===== src/rtl/univ_shift_reg.sv =====
// -----------------------------------------------------------------------------
// univ_shift_reg
//
// Parametrised universal shift register with hold / shift right / shift left /
// parallel load modes, true and complement outputs, serial taps at both ends
// and a saturating shift counter with a registered done flag.
//
// Parameters:
//   WIDTH      register width in bits (2..64)
//   RESET_VAL  value loaded into q_out while rst_n_in is low
//
// Ports:
//   clk_in       in   1        rising-edge clock
//   rst_n_in     in   1        asynchronous active-low reset
//   en_in        in   1        global enable; 0 freezes all state
//   mode_in      in   2        00 hold, 01 shift right, 10 shift left, 11 load
//   d_in         in   WIDTH    parallel load data
//   ser_msb_in   in   1        bit entering the MSB on shift right
//   ser_lsb_in   in   1        bit entering the LSB on shift left
//   rot_in       in   1        (UNIV_SHREG_ROTATE_EN only) rotate instead of
//                              taking the serial inputs
//   q_out        out  WIDTH    register contents
//   q_comp       out  WIDTH    ~q_out
//   ser_msb_out  out  1        q_out[WIDTH-1]
//   ser_lsb_out  out  1        q_out[0]
//   cnt_out      out  CW       shifts since last load/reset, saturates at WIDTH
//   done_out     out  1        registered flag, high while cnt_out == WIDTH
//
// Optional feature macro: UNIV_SHREG_ROTATE_EN
//   When defined, the rot_in port exists and a shift with rot_in=1 feeds the
//   bit leaving one end back into the other end. Rotates count as shifts.
// -----------------------------------------------------------------------------
module univ_shift_reg #(
    parameter int               WIDTH     = 8,
    parameter logic [WIDTH-1:0] RESET_VAL = {WIDTH{1'b0}}
) (
    input  logic                       clk_in,
    input  logic                       rst_n_in,
    input  logic                       en_in,
    input  logic [1:0]                 mode_in,
    input  logic [WIDTH-1:0]           d_in,
    input  logic                       ser_msb_in,
    input  logic                       ser_lsb_in,
`ifdef UNIV_SHREG_ROTATE_EN
    input  logic                       rot_in,
`endif
    output logic [WIDTH-1:0]           q_out,
    output logic [WIDTH-1:0]           q_comp,
    output logic                       ser_msb_out,
    output logic                       ser_lsb_out,
    output logic [$clog2(WIDTH):0]     cnt_out,
    output logic                       done_out
);

    // Counter is wide enough to hold the value WIDTH itself.
    localparam int              CW      = $clog2(WIDTH) + 1;
    localparam logic [CW-1:0]   CNT_MAX = CW'(WIDTH);

    localparam logic [1:0] MODE_HOLD  = 2'b00;
    localparam logic [1:0] MODE_SHR   = 2'b01;
    localparam logic [1:0] MODE_SHL   = 2'b10;
    localparam logic [1:0] MODE_LOAD  = 2'b11;

    // -------------------------------------------------------------------------
    // State
    // -------------------------------------------------------------------------
    logic [WIDTH-1:0] q_reg;
    logic [WIDTH-1:0] q_next;
    logic [CW-1:0]    cnt_reg;
    logic [CW-1:0]    cnt_next;
    logic             done_reg;
    logic             done_next;

    // -------------------------------------------------------------------------
    // End-fill bits: either the serial inputs or, when rotating, the bit that
    // is leaving the opposite end of the register.
    // -------------------------------------------------------------------------
    logic fill_msb;   // enters bit WIDTH-1 on shift right
    logic fill_lsb;   // enters bit 0 on shift left

`ifdef UNIV_SHREG_ROTATE_EN
    assign fill_msb = rot_in ? q_reg[0]       : ser_msb_in;
    assign fill_lsb = rot_in ? q_reg[WIDTH-1] : ser_lsb_in;
`else
    assign fill_msb = ser_msb_in;
    assign fill_lsb = ser_lsb_in;
`endif

    // -------------------------------------------------------------------------
    // Per-bit next-state selection. Each bit is a 4:1 mux between itself,
    // its upper neighbour, its lower neighbour and the parallel input; the
    // end bits take the fill bits instead of a non-existent neighbour.
    // -------------------------------------------------------------------------
    logic [WIDTH-1:0] from_upper;   // source bit for shift right
    logic [WIDTH-1:0] from_lower;   // source bit for shift left

    genvar gi;
    generate
        for (gi = 0; gi < WIDTH; gi = gi + 1) begin : g_bit
            if (gi == WIDTH - 1) begin : g_top
                assign from_upper[gi] = fill_msb;
            end else begin : g_mid_upper
                assign from_upper[gi] = q_reg[gi+1];
            end

            if (gi == 0) begin : g_bottom
                assign from_lower[gi] = fill_lsb;
            end else begin : g_mid_lower
                assign from_lower[gi] = q_reg[gi-1];
            end

            always_comb begin
                q_next[gi] = q_reg[gi];
                if (en_in) begin
                    case (mode_in)
                        MODE_SHR:  q_next[gi] = from_upper[gi];
                        MODE_SHL:  q_next[gi] = from_lower[gi];
                        MODE_LOAD: q_next[gi] = d_in[gi];
                        default:   q_next[gi] = q_reg[gi];
                    endcase
                end
            end
        end
    endgenerate

    // -------------------------------------------------------------------------
    // Shift counter and done flag. The flag is derived from the next count so
    // it rises on the same edge the count reaches WIDTH.
    // -------------------------------------------------------------------------
    logic is_shift;
    assign is_shift = en_in && ((mode_in == MODE_SHR) || (mode_in == MODE_SHL));

    always_comb begin
        cnt_next = cnt_reg;
        if (en_in && (mode_in == MODE_LOAD)) begin
            cnt_next = '0;
        end else if (is_shift && (cnt_reg != CNT_MAX)) begin
            cnt_next = cnt_reg + 1'b1;
        end
    end

    assign done_next = (cnt_next == CNT_MAX);

    always_ff @(posedge clk_in or negedge rst_n_in) begin
        if (!rst_n_in) begin
            q_reg    <= RESET_VAL;
            cnt_reg  <= '0;
            done_reg <= 1'b0;
        end else begin
            q_reg    <= q_next;
            cnt_reg  <= cnt_next;
            done_reg <= done_next;
        end
    end

    // -------------------------------------------------------------------------
    // Outputs. q_comp and the serial taps are pure functions of q_reg so they
    // can never disagree with q_out.
    // -------------------------------------------------------------------------
    assign q_out       = q_reg;
    assign q_comp      = ~q_reg;
    assign ser_msb_out = q_reg[WIDTH-1];
    assign ser_lsb_out = q_reg[0];
    assign cnt_out     = cnt_reg;
    assign done_out    = done_reg;

endmodule


===== config.mk =====
export PLATFORM = sky130hd
export DESIGN_NAME = univ_shift_reg
export DESIGN_NICKNAME = d
export VERILOG_FILES = /design/src/rtl/univ_shift_reg.sv
export SDC_FILE = /design/constraint.sdc
export NUM_CORES = 1
export LEC_CHECK = 0
export CAP_MARGIN = 5
export CORE_MARGIN = 2
export CORE_UTILIZATION = 40
export CTS_CLUSTER_DIAMETER = 150
export CTS_CLUSTER_SIZE = 24
export DETAILED_ROUTE_END_ITERATION = 10
export HOLD_SLACK_MARGIN = 0.1
export MAX_ROUTING_LAYER = met4
export PLACE_DENSITY = 0.9
export SETUP_SLACK_MARGIN = 0.05
export SLEW_MARGIN = 10
export SYNTH_ARGS = -nofsm -noshare
export SYNTH_HDL_FRONTEND = slang
export SYNTH_SLANG_ARGS = --single-unit

===== constraint.sdc =====
create_clock -name clk_in -period 1.95 [get_ports clk_in]
set_input_delay 0.39 -clock clk_in [delete_from_list [all_inputs] [get_ports clk_in]]
set_output_delay 0.39 -clock clk_in [all_outputs]
set_load 0.01 [all_outputs]

==> summary.md <==
| Metric | Value |
|---|---|
| Outcome | `complete, no violations` |
| Average cell area after synthesis | `roughly 9.8 µm²` |
| Number of post-CTS setup repair buffers | `0` |
| Final layout net count | `between 100 and 150` |
| Biggest area contributors in the synthesized netlist | `dfrtp_1 41%, a22o_1 8.7%, ha_1 7.8%, a211oi_1 6.6%, inv_1 6.1%` |
| Cell Pwr Density | `955 nW/µm²` |
| Die span in y | `a little under 50 µm` |
| Final cell count without fillers | `between 100 and 150` |
| Element type at the critical path start | `input port` |
| Tightest Hold Check Type | `in2async` |
| Total number of H-tree levels | `1` |
| Highest clock frequency the design can meet | `570 MHz` |
| Initial antenna violation count | `0` |
| Share of the yosys chip area belonging to registers | `0.406` |
| Hold Violations, Final | `0` |
| Critical-path maximum fanout | `3` |
| CTS buffer count | `3` |
| Share of layout cells above drive strength 1 | `0.0833` |
| Horizontal extent of the die | `48.8 µm` |
| Number of I/O port buffers | `37` |
| Destination of the worst register-to-register timing path | `done_out$_DFF_PN0_` |
| Die ar. | `2380 µm²` |
| Remaining antenna violation count after routing | `0` |
| Wire length of the first global-routing pass | `3530 µm` |
| Setup slack on the worst flop-to-flop path | `0.42 ns` |
| List of cells traversed by the critical path | `clkdlybuf4s50_1 > inv_1 > ha_1 > nand4_1 > mux2i_1 > o22ai_1 > o311a_1` |
| Category of the critical setup timing path | `in2reg` |
| Combined global-route utilization of all metal layers | `0.195` |
| Reg clk slew, reported paths | `0.08 ns` |
| Synthesized instance count | `82` |
| Clock tree from TritonCTS | `yes` |
| Count of hold-fix buffers inserted at cts | `0` |
| Residual DRC count | `0` |
| Initial Util | `0.417` |
| Gp weighted congestion | `0.749` |
| Post-synth design cell area | `around 800 µm²` |
| Most common library cell in the layout ignoring fill and taps | `clkdlybuf4s50_1` |
| Highest-count cells in the layout ignoring fill and taps | `37 x clkdlybuf4s50_1, 13 x inv_1, 13 x dfrtp_1` |
| Post-CTS sizing | `0` |
| Row count | `16` |
| Final cycle utilization of the critical path | `0.900` |
| Synthesis-to-layout area growth | `51.5%` |
| Slowest cell on the critical path | `clkdlybuf4s50_1` |
| Clock root buffer | `clkbuf_4` |
| Pin count of the biggest net entering global routing | `17` |
| Total number of yosys warnings | `0` |
| Flip-flop and latch count after synthesis | `13` |
| Count of vias placed by the detailed router | `between 700 and 800` |
| Number of buffers and inverters on the critical path | `2` |
| Setup-failing EPs final | `0` |
| Sum of routed wire length over all layers | `2070 µm` |
| Crit path largest cell delay | `0.50 ns` |
| Number of primary I/O pins | `38` |
| Required @ worst endpoint | `roughly 2.2 ns` |
| Largest voltage drop on the vdd net | `0.000819 V` |
| Clock buffer depth | `2` |
| FF-to-FF path depth | `7` |
| Number of global-route vias before repair | `~770` |
| Max-slew violation count | `0` |
| Area of the placeable core | `1920 µm²` |
| Number of library cell types mapped by synthesis | `29` |
| Drt via density | `around 5.1` |
| Leakage power of the design | `between 0.5 and 0.6 nW` |
| Antenna fix cells | `0` |
| Critical path's top delay family | `buffers and inverters` |
| Overflow after GRT | `0` |
| Share of Yosys cell area claimed by the top area cell type | `0.406` |
| Time the worst path needs with I/O delays and setup | `1.75 ns` |
| Final Total Pwr | `about 1.2 mW` |
| Number of clock sinks | `13` |
| Router iterations before antenna repair | `4` |
| Launching point of the worst reg2reg path | `cnt_out[0]$_DFF_PN0_` |
| DP Wirelength | `1640 µm` |
| Kind of capture point of the worst setup path | `flop` |
| Data arrival time of the critical path | `1.96 ns` |
| Actual transition at the worst max-transition pin | `0.590 ns` |
| Clock latency of the later-clocked register in the worst-skew pair | `0.26 ns` |
| Placed cell count | `143` |
| Worst slew slack as a fraction of its limit | `0.605` |
| Most area-hungry cell type in the Yosys netlist | `dfrtp_1` |
| Worst Clk Skew | `0.000925 ns` |
| Setup repair after global routing missed its margin | `false` |
| Detailed Route Iter0 Violations | `7` |
| Max capacitance violation total | `0` |
| Final core utilization | `0.632` |
| Routed len/inst | `roughly 14 µm` |
| Post-Syn Nets | `a little over 100` |
## metrics by stage
stage	worst slack, ns	hold WS (ns)	cell area, µm²	setup TNS, ns
2_1_floorplan	0.461	0.0944	802	0
3_3_place_gp	-0.0235	0.537	1190	-0.0235
3_5_place_dp	-0.112	0.556	1190	-0.181
4_1_cts	0.186	0.502	1210	0
5_1_grt	0.103	0.516	1210	0
6_report	0.195	0.498	1210	0
## worst max path at each step
stage	from	to	cells past startpoint
6_report	mode_in[1]	done_out$_DFF_PN0_	7
3_3_place_gp	mode_in[1]	done_out$_DFF_PN0_	6
3_5_place_dp	mode_in[1]	done_out$_DFF_PN0_	7
5_1_grt	mode_in[1]	done_out$_DFF_PN0_	7
4_1_cts	mode_in[1]	done_out$_DFF_PN0_	7
2_1_floorplan	cnt_out[0]$_DFF_PN0_	done_out$_DFF_PN0_	6
## routing by layer
metal,share of wire,track usage,wire (µm)
met5,0,-,0
met4,0.0058,0.0619,12
met2,0.49,0.331,1020
met1,0.43,0.228,887
met3,0.071,0.0491,146
## area by class of cell
class | instances | area, µm²
multi-input cells | 50 | 388
flip-flops and latches | 13 | 325
repair buffers | 40 | 393
clock buffers | 4 | 26.3
fillers | 179 | 707
inverters | 13 | 48.8
well taps | 27 | 33.8
## sequential cells by signal, summed over array words and instances (netlist names)
signal and flops:
cnt_out 4, done_out 1, q_out 8
## power by group
group	switching (mW)	leakage [nW]	total [mW]	internal, mW
Combinational	0.247	0.390	0.577	0.330
Clock	0.0797	0.0150	0.159	0.0790
Sequential	0.0866	0.151	0.426	0.339
Total	0.413	0.557	1.16	0.747
## kinds of logic (layout without fill, tap and decap cells)
kind of cell             after synthesis  after routing  synth area share
AO/OA/AOI/OAI                         28             28             0.275
buffers and inverters                 19             57             0.111
flip-flops                            13             13             0.406
AND/OR/NAND/NOR                       14             14            0.0952
multiplexers                           2              2            0.0250
XOR/XNOR                               1              1            0.0109
adder cells (fa/ha/maj)                5              5            0.0780
## synthesized netlist by cell type (all sizes together)
master and number:
dfrtp 13, nand2b 2, and2b 1, buf 4
mux2i 2, ha 5, and3 1, inv 13
and2 1, a211oi 7, a22o 8, clkbuf 2
xnor2 1, nor3 1, o21ai 1, nand4 1
a21oi 8, nor2 4, o311a 1, nand2 2
o22ai 1, nand3 1, a2bb2oi 1, o211ai 1
No activity file was read; power rests on OpenSTA's default activity.
